<file path="src/rtl/edubos5_pkg.sv">
// Shared eduBOS5 types: ALU funct3 encodings, ALU FSM states, bit-reverse helper.
// Latency: n/a (types and a pure combinational function).
// Backpressure: n/a.
package edubos5_pkg;

  typedef enum logic [2:0] {
    ADD_SUB = 3'b000,
    SLL     = 3'b001,
    SLT     = 3'b010,
    SLTU    = 3'b011,
    XOR     = 3'b100,
    SRL_SRA = 3'b101,
    OR      = 3'b110,
    AND     = 3'b111
  } funct3_alu_t;

  typedef enum logic {
    IDLE  = 1'b0,
    SHIFT = 1'b1
  } alu_state_t;

  localparam int unsigned FLIP_MAX = 64;

  // Reverse the low w bits of v (w <= FLIP_MAX); bits above w come back zero.
  // Full reversal puts bit j at FLIP_MAX-1-j, the right shift moves it to w-1-j.
  function automatic logic [FLIP_MAX-1:0] flip(input logic [FLIP_MAX-1:0] v,
                                               input int unsigned w);
    logic [FLIP_MAX-1:0] r;
    for (int i = 0; i < FLIP_MAX; i++) r[i] = v[FLIP_MAX-1-i];
    return r >> (FLIP_MAX - w);
  endfunction

endpackage

</file>
<file path="src/rtl/edubos5_alu_shifter.sv">
// One right-shift step of 0..SHIFT_STEP bits with a programmable fill bit.
// Latency: combinational; becomes the full barrel shifter when SHIFT_STEP == XLEN.
// Backpressure: none, pure function of its inputs.
module edubos5_alu_shifter #(
  parameter int XLEN       = 32,
  parameter int SHIFT_STEP = 4,
  parameter int AW         = $clog2(SHIFT_STEP + 1)
) (
  input  logic [XLEN-1:0] din_i,
  input  logic [AW-1:0]   amt_i,
  input  logic            fill_i,
  output logic [XLEN-1:0] dout_o
);

  logic [2*XLEN-1:0] ext;

  // Fill bits sit above the operand so they slide in from the top
  assign ext    = {{XLEN{fill_i}}, din_i};
  assign dout_o = XLEN'(ext >> amt_i);

endmodule

</file>
<file path="src/rtl/edubos5_alu_mc.sv">
// Multi-cycle RV32I/RV64I integer ALU with serial (SHIFT_STEP bits/cycle) or barrel shifts.
// Latency: 1 cycle, serial shifts max(1, ceil(shamt/SHIFT_STEP)) cycles; out_valid is a 1-cycle pulse.
// Backpressure: in_ready low while a serial shift is in flight; no output stall, flush squashes.
module edubos5_alu_mc
  import edubos5_pkg::*;
#(
  parameter int XLEN       = 32,
  parameter int SHIFT_STEP = 4
) (
  input  logic                    clk,
  input  logic                    reset,
  input  logic                    in_valid,
  output logic                    in_ready,
  input  logic [XLEN-1:0]         aluin_1,
  input  logic [XLEN-1:0]         aluin_2,
  input  logic [$clog2(XLEN)-1:0] shamt,
  input  funct3_alu_t             funct3,
  input  logic                    funct7_5,
  input  logic                    aluimm_dec,
  input  logic                    jalr_dec,
  input  logic                    flush,
  output logic                    out_valid,
  output logic [XLEN-1:0]         alu_out,
  output logic                    eq,
  output logic                    ltu,
  output logic                    lt,
  output logic                    busy
);

  localparam int SAW = $clog2(XLEN);
  localparam int AW  = $clog2(SHIFT_STEP + 1);
  localparam logic [SAW:0] STEP_C = (SAW+1)'(SHIFT_STEP);

  alu_state_t      state_q, state_d;
  logic [SAW-1:0]  rem_q, rem_d;
  logic [XLEN-1:0] sh_q, sh_d;
  logic            fill_q, fill_d, sll_q, sll_d;
  logic            peq_q, peq_d, pltu_q, pltu_d, plt_q, plt_d;
  logic            vld_q, vld_d;
  logic [XLEN-1:0] res_q, res_d;
  logic            eq_q, eq_d, ltu_q, ltu_d, lt_q, lt_d;

  logic            idle, accept, is_shift, is_sub, new_sll, new_fill;
  logic [XLEN:0]   diff;
  logic [XLEN-1:0] sum;
  logic            f_eq, f_ltu, f_lt;
  logic [XLEN-1:0] sh_in, sh_out, shift_res, op_res;
  logic            fill_in, sll_flag;
  logic [SAW:0]    cur, step;
  logic [AW-1:0]   amt;
  logic [SAW-1:0]  rem_nxt;

  assign idle     = (state_q == IDLE);
  assign in_ready = idle & reset;
  assign accept   = in_valid & in_ready & ~flush;
  assign busy     = (state_q == SHIFT);

  assign out_valid = vld_q;
  assign alu_out   = res_q;
  assign eq        = eq_q;
  assign ltu       = ltu_q;
  assign lt        = lt_q;

  // Arithmetic, flags and the operand/amount fed to this cycle's shift step
  always_comb begin
    is_shift = (funct3 == SLL) || (funct3 == SRL_SRA);
    is_sub   = (funct3 == ADD_SUB) & funct7_5 & ~aluimm_dec & ~jalr_dec;
    diff     = {1'b0, aluin_1} + {1'b1, ~aluin_2} + (XLEN+1)'(1);
    sum      = aluin_1 + aluin_2;
    f_eq     = (diff[XLEN-1:0] == '0);
    f_ltu    = diff[XLEN];
    f_lt     = (aluin_1[XLEN-1] ^ aluin_2[XLEN-1]) ? aluin_1[XLEN-1] : diff[XLEN];
    new_sll  = (funct3 == SLL);
    new_fill = (funct3 == SRL_SRA) & funct7_5 & aluin_1[XLEN-1];
    // A fresh op comes from the input ports, an in-flight one from the work register
    sh_in    = idle ? (new_sll ? XLEN'(flip(64'(aluin_1), XLEN)) : aluin_1) : sh_q;
    fill_in  = idle ? new_fill : fill_q;
    cur      = idle ? {1'b0, shamt} : {1'b0, rem_q};
    step     = (cur > STEP_C) ? STEP_C : cur;
    amt      = AW'(step);
    rem_nxt  = SAW'(cur - step);
  end

  edubos5_alu_shifter #(
    .XLEN       (XLEN),
    .SHIFT_STEP (SHIFT_STEP),
    .AW         (AW)
  ) u_shifter (
    .din_i  (sh_in),
    .amt_i  (amt),
    .fill_i (fill_in),
    .dout_o (sh_out)
  );

  // Result mux; SLL is undone by flipping the right-shifted value back
  always_comb begin
    sll_flag  = idle ? new_sll : sll_q;
    shift_res = sll_flag ? XLEN'(flip(64'(sh_out), XLEN)) : sh_out;
    case (funct3)
      ADD_SUB: op_res = is_sub ? diff[XLEN-1:0] : sum;
      SLT:     op_res = XLEN'(f_lt);
      SLTU:    op_res = XLEN'(f_ltu);
      XOR:     op_res = aluin_1 ^ aluin_2;
      OR:      op_res = aluin_1 | aluin_2;
      AND:     op_res = aluin_1 & aluin_2;
      default: op_res = shift_res;
    endcase
  end

  // FSM next state: flush wins, then accept in IDLE, then serial shift progress
  always_comb begin
    state_d = state_q;
    rem_d   = rem_q;
    sh_d    = sh_q;
    fill_d  = fill_q;
    sll_d   = sll_q;
    peq_d   = peq_q;
    pltu_d  = pltu_q;
    plt_d   = plt_q;
    vld_d   = 1'b0;
    res_d   = res_q;
    eq_d    = eq_q;
    ltu_d   = ltu_q;
    lt_d    = lt_q;
    if (flush) begin
      state_d = IDLE;
      rem_d   = '0;
    end else if (idle) begin
      if (accept) begin
        // Flags are parked so a multi-cycle shift can publish them with its result
        peq_d  = f_eq;
        pltu_d = f_ltu;
        plt_d  = f_lt;
        sh_d   = sh_out;
        fill_d = new_fill;
        sll_d  = new_sll;
        rem_d  = is_shift ? rem_nxt : '0;
        if (!is_shift || (rem_nxt == '0)) begin
          vld_d = 1'b1;
          res_d = op_res;
          eq_d  = f_eq;
          ltu_d = f_ltu;
          lt_d  = f_lt;
        end else begin
          state_d = SHIFT;
        end
      end
    end else begin
      sh_d  = sh_out;
      rem_d = rem_nxt;
      if (rem_nxt == '0) begin
        vld_d   = 1'b1;
        res_d   = shift_res;
        eq_d    = peq_q;
        ltu_d   = pltu_q;
        lt_d    = plt_q;
        state_d = IDLE;
      end
    end
  end

  // State registers with synchronous active-low reset
  always_ff @(posedge clk) begin
    if (!reset) begin
      state_q <= IDLE;
      rem_q   <= '0;
      sh_q    <= '0;
      fill_q  <= 1'b0;
      sll_q   <= 1'b0;
      peq_q   <= 1'b0;
      pltu_q  <= 1'b0;
      plt_q   <= 1'b0;
      vld_q   <= 1'b0;
      res_q   <= '0;
      eq_q    <= 1'b0;
      ltu_q   <= 1'b0;
      lt_q    <= 1'b0;
    end else begin
      state_q <= state_d;
      rem_q   <= rem_d;
      sh_q    <= sh_d;
      fill_q  <= fill_d;
      sll_q   <= sll_d;
      peq_q   <= peq_d;
      pltu_q  <= pltu_d;
      plt_q   <= plt_d;
      vld_q   <= vld_d;
      res_q   <= res_d;
      eq_q    <= eq_d;
      ltu_q   <= ltu_d;
      lt_q    <= lt_d;
    end
  end

endmodule

</file>
<file path="config.mk">
export PLATFORM = sky130hd
export DESIGN_NAME = edubos5_alu_mc
export DESIGN_NICKNAME = d
export VERILOG_FILES = /design/src/rtl/edubos5_pkg.sv /design/src/rtl/edubos5_alu_shifter.sv /design/src/rtl/edubos5_alu_mc.sv
export SDC_FILE = /design/constraint.sdc
export NUM_CORES = 1
export LEC_CHECK = 0
export CAP_MARGIN = 15
export CORE_AREA = 2 2 131 228
export DETAILED_ROUTE_END_ITERATION = 16
export DIE_AREA = 0 0 133 230
export PLACE_DENSITY = 0.69
export SLEW_MARGIN = 40
export SYNTH_ARGS = -nofsm -noshare
export SYNTH_HDL_FRONTEND = slang
export SYNTH_SLANG_ARGS = --single-unit
</file>
<file path="constraint.sdc">
create_clock -name clk -period 5.1 [get_ports clk]
set_input_delay 1.02 -clock clk [delete_from_list [all_inputs] [get_ports clk]]
set_output_delay 1.02 -clock clk [all_outputs]
set_load 0.01 [all_outputs]
</file>
==> out/metrics.json <==
{
  "dpl_worst_slack": {"value": 122, "unit": "ps"},
  "data_required_time_of_the_critical_path": {"value": 5410, "unit": "ps"},
  "timing.final.max_slew_violations": {"value": 0},
  "placedInstanceArea": {"value": 13700, "unit": "µm²"},
  "post_cts_hold_buffer_count": {"value": 0},
  "yosys_warnings": {"value": 0},
  "arrival_time_at_the_worst_endpoint": {"value": 5050, "unit": "ps"},
  "power.static_leakage": {"value": 5.93, "unit": "nW"},
  "clock_tree.htree_level_count": {"value": 3},
  "grt_antenna_before_repair": {"value": 2},
  "floorplan.initialDensity": {"value": 39.5, "unit": "%"},
  "clock-root-buffer": {"value": "sky130_fd_sc_hd__clkbuf_16"},
  "worst_skew_pair.late_latency": {"value": 360, "unit": "ps"},
  "die_ar": {"value": 30600, "unit": "µm²"},
  "yosysTopAreaCell": {"value": "sky130_fd_sc_hd__dfxtp_1"},
  "finalWeightedCongestion": {"value": 1.03},
  "setup_repair_after_global_routing_missed_its_margin": {"value": "no"},
  "synthCells": {"value": 1630},
  "grt.total_usage": {"value": 37.9, "unit": "%"},
  "synth_seq_cells": {"value": 79},
  "finalSetupTns": {"value": 0, "unit": "ps"},
  "ys_seq_area_share": {"value": 14.0, "unit": "%"},
  "cts.sink_count": {"value": 79},
  "cts_tree": {"value": "done"},
  "p_total": {"value": 2.86, "unit": "mW"},
  "syn_avg_cell_area": {"value": 6.94, "unit": "µm²"},
  "grt_pass1_vias": {"value": 13600},
  "core": {"value": 28600, "unit": "µm²"},
  "regToRegStartpoint": {"value": "busy$_SDFF_PP0_"},
  "synth-edff-count": {"value": 0},
  "synth_top_cell_area_share": {"value": 14.0, "unit": "%"},
  "tritoncts.num_buffers": {"value": 9},
  "holdPathEnd": {"value": "peq_q$_SDFFE_PN0P_"},
  "vdd_ir_drop_max": {"value": 164, "unit": "µV"},
  "final_cell_mix": {"value": "185 x sky130_fd_sc_hd__nand2_1, 152 x sky130_fd_sc_hd__buf_4, 149 x sky130_fd_sc_hd__nor2_1"},
  "ctsLongestPathBuffers": {"value": 2},
  "drive_gt1_share": {"value": 13.2, "unit": "%"},
  "fin_nets": {"value": 1981},
  "number_of_maximum_capacitance_violations": {"value": 0},
  "worst_setup_path_start_kind": {"value": "primary input"},
  "worst_r2r_endpoint": {"value": "alu_out[2]$_SDFFE_PN0P_"},
  "worst_slack_on_hold_paths": {"value": 464, "unit": "ps"},
  "clkTransAtPathRegs": {"value": 70, "unit": "ps"},
  "total_wire_length": {"value": 58.9, "unit": "mm"},
  "area_of_the_mapped_netlist": {"value": 11300, "unit": "µm²"},
  "netlist-cell-type-count": {"value": 92},
  "final_cycle_share": {"value": 93.0, "unit": "%"},
  "hold_violations_final": {"value": 0},
  "die_y": {"value": 230, "unit": "µm"},
  "async_set_reset_flop_share_out_of_synthesis": {"value": 0, "unit": "%"},
  "worstSetupPathType": {"value": "primary input to flop"},
  "synth_top_cells_by_area": {"value": "sky130_fd_sc_hd__dfxtp_1 14%, sky130_fd_sc_hd__ha_1 12%, sky130_fd_sc_hd__mux2i_1 6.3%"},
  "final_cell_area": {"value": 14000, "unit": "µm²"},
  "area.growth.synth_to_final": {"value": 23.9, "unit": "%"},
  "area_occupied_by_registers": {"value": 1580, "unit": "µm²"},
  "dieWidth": {"value": 133, "unit": "µm"},
  "pwr_density_cell": {"value": 204, "unit": "nW/µm²"},
  "ctsResizeCount": {"value": 0},
  "tightest_slew": {"value": 869, "unit": "ps"},
  "dr_drc_count": {"value": 0},
  "first_iter_violations": {"value": 1195},
  "post_cts_buffers": {"value": 0},
  "critical_path.max_fanout": {"value": 4},
  "vias_per_cell": {"value": 6.29},
  "vias": {"value": 13700},
  "detailedRoute.firstPassIterationCount": {"value": 6},
  "multi_input_comb_area": {"value": 8900, "unit": "µm²"},
  "grt_start_max_net_pins": {"value": 82},
  "max_freq": {"value": 211, "unit": "MHz"},
  "fill_cells": {"value": 2914},
  "worstHoldStart": {"value": "peq_q$_SDFFE_PN0P_"},
  "synth_fp_nets": {"value": 1817},
  "fin_ws": {"value": 357, "unit": "ps"},
  "setup_violations_final": {"value": 0},
  "place_hpwl": {"value": 47.7, "unit": "mm"},
  "hold_path_depth": {"value": 2},
  "run_status": {"value": "completed"},
  "clock-skew-final": {"value": 12.1, "unit": "ps"},
  "worst_slew_margin_rel": {"value": 41.4, "unit": "%"},
  "detail_route.wl_per_cell": {"value": 27.0, "unit": "µm"},
  "num_rows": {"value": 82},
  "mostFrequentLayoutCell": {"value": "sky130_fd_sc_hd__nand2_1"},
  "holdCritPathClass": {"value": "flop to flop"},
  "r2r_setup_slack": {"value": 1710, "unit": "ps"},
  "r2r_cells": {"value": 10},
  "synth_ff_type": {"value": "sky130_fd_sc_hd__dfxtp_1"},
  "finalCriticalPeriod": {"value": 4740, "unit": "ps"},
  "io_buffers": {"value": 116},
  "worstSetupEndpointType": {"value": "flop"},
  "grt.overflow.total": {"value": 0},
  "boundaryPins": {"value": 117},
  "grt_first_pass_wirelength": {"value": 85.7, "unit": "mm"},
  "post_drt_antenna_nets": {"value": 0}
}
==> report_power, final <==
part           leakage, nW  internal [mW]  switching (mW)
Combinational         5.12          0.532           0.881
Clock                0.169          0.494           0.293
Sequential           0.643          0.644          0.0184
==> critical path: stages <==
cell and delay (ps):
sky130_fd_sc_hd__clkdlybuf4s50_1 600, sky130_fd_sc_hd__inv_1 110, sky130_fd_sc_hd__buf_4 160, sky130_fd_sc_hd__fa_1 510
sky130_fd_sc_hd__o21bai_1 310, sky130_fd_sc_hd__a211oi_1 200, sky130_fd_sc_hd__nor2_1 310, sky130_fd_sc_hd__o32ai_1 190
sky130_fd_sc_hd__a2111oi_0 520, sky130_fd_sc_hd__o2111a_1 270, sky130_fd_sc_hd__nand4b_1 90, sky130_fd_sc_hd__buf_4 180
sky130_fd_sc_hd__a2111oi_0 390, sky130_fd_sc_hd__nand2_1 90, sky130_fd_sc_hd__nand2_1 80
==> sequential cells by signal, summed over array words and instances (netlist names) <==
signal     flops
pltu_q         1
fill_q         1
out_valid      1
busy           1
ltu            1
alu_out       32
sll_q          1
lt             1
rem_q          5
peq_q          1
sh_q          32
eq             1
plt_q          1
==> through the flow <==
step	util, %	std cells
2_1_floorplan	-	1630
5_1_grt	49.0	2177
3_5_place_dp	47.7	2161
4_1_cts	49.0	2177
3_3_place_gp	47.7	2161
6_report	49.0	2179
==> worst max path at each step <==
stage / from / endpoint / cells past startpoint
CTS: aluin_1[1] / peq_q$_SDFFE_PN0P_ / 15
global placement: aluin_1[9] / peq_q$_SDFFE_PN0P_ / 15
detailed placement: aluin_1[1] / peq_q$_SDFFE_PN0P_ / 15
finish: aluin_1[1] / peq_q$_SDFFE_PN0P_ / 15
global route: aluin_2[0] / alu_out[26]$_SDFFE_PN0P_ / 14
floorplan: shamt[4] / alu_out[24]$_SDFFE_PN0P_ / 14
==> kinds of logic (layout without fill, tap and decap cells) <==
kind of cell | count (synthesis) | in the layout | synth area share [%]
AOI/OAI and AO/OA | 553 | 553 | 32.7
muxes | 83 | 83 | 7.58
adders and majority gates | 108 | 108 | 12.1
DFF | 79 | 79 | 14.0
and+or+nand+nor | 561 | 561 | 23.5
xor gates and xnor gates | 32 | 32 | 2.48
buffers and inverters | 213 | 382 | 7.64
other | 1 | 3 | 0.0332
==> cell usage after synthesis, types with 11 or more instances <==
cell,instances
sky130_fd_sc_hd__a211oi_1,28
sky130_fd_sc_hd__a21o_1,18
sky130_fd_sc_hd__a21oi_1,136
sky130_fd_sc_hd__a221oi_1,20
sky130_fd_sc_hd__a31oi_1,15
sky130_fd_sc_hd__and2_1,11
sky130_fd_sc_hd__and3_1,11
sky130_fd_sc_hd__buf_2,21
sky130_fd_sc_hd__clkbuf_1,78
sky130_fd_sc_hd__dfxtp_1,79
sky130_fd_sc_hd__ha_1,106
sky130_fd_sc_hd__inv_1,94
sky130_fd_sc_hd__mux2_2,11
sky130_fd_sc_hd__mux2i_1,71
sky130_fd_sc_hd__nand2_1,185
sky130_fd_sc_hd__nand2b_1,18
sky130_fd_sc_hd__nand3_1,38
sky130_fd_sc_hd__nand4_1,15
sky130_fd_sc_hd__nor2_1,154
sky130_fd_sc_hd__nor2b_1,16
sky130_fd_sc_hd__nor3_1,37
sky130_fd_sc_hd__nor3b_1,15
sky130_fd_sc_hd__o211a_1,18
sky130_fd_sc_hd__o211ai_1,24
sky130_fd_sc_hd__o21ai_0,136
sky130_fd_sc_hd__o21ai_1,13
sky130_fd_sc_hd__o21bai_1,12
sky130_fd_sc_hd__o31ai_1,14
sky130_fd_sc_hd__or3_1,12
sky130_fd_sc_hd__xnor2_1,29
==> metal layers <==
metal	vias to the layer above	wire (µm)	track usage, %	share of wire, %
li1	6247	-	-	-
met5	-	12	0	0.020
met1	6515	20600	39.0	35
met3	252	3330	5.11	5.7
met2	692	28900	67.0	49
met4	2	6040	32.1	10
==> area by class of cell <==
cell class | instances | area share (%)
repair buffers | 270 | 16.7
inverters | 96 | 2.57
flip-flops and latches | 79 | 11.3
diodes | 2 | 0.0357
clock buffers | 10 | 1.70
well taps | 378 | 3.37
multi-input cells | 1338 | 63.5
clock inverters | 6 | 0.821
No activity file was read; power rests on OpenSTA's default activity.
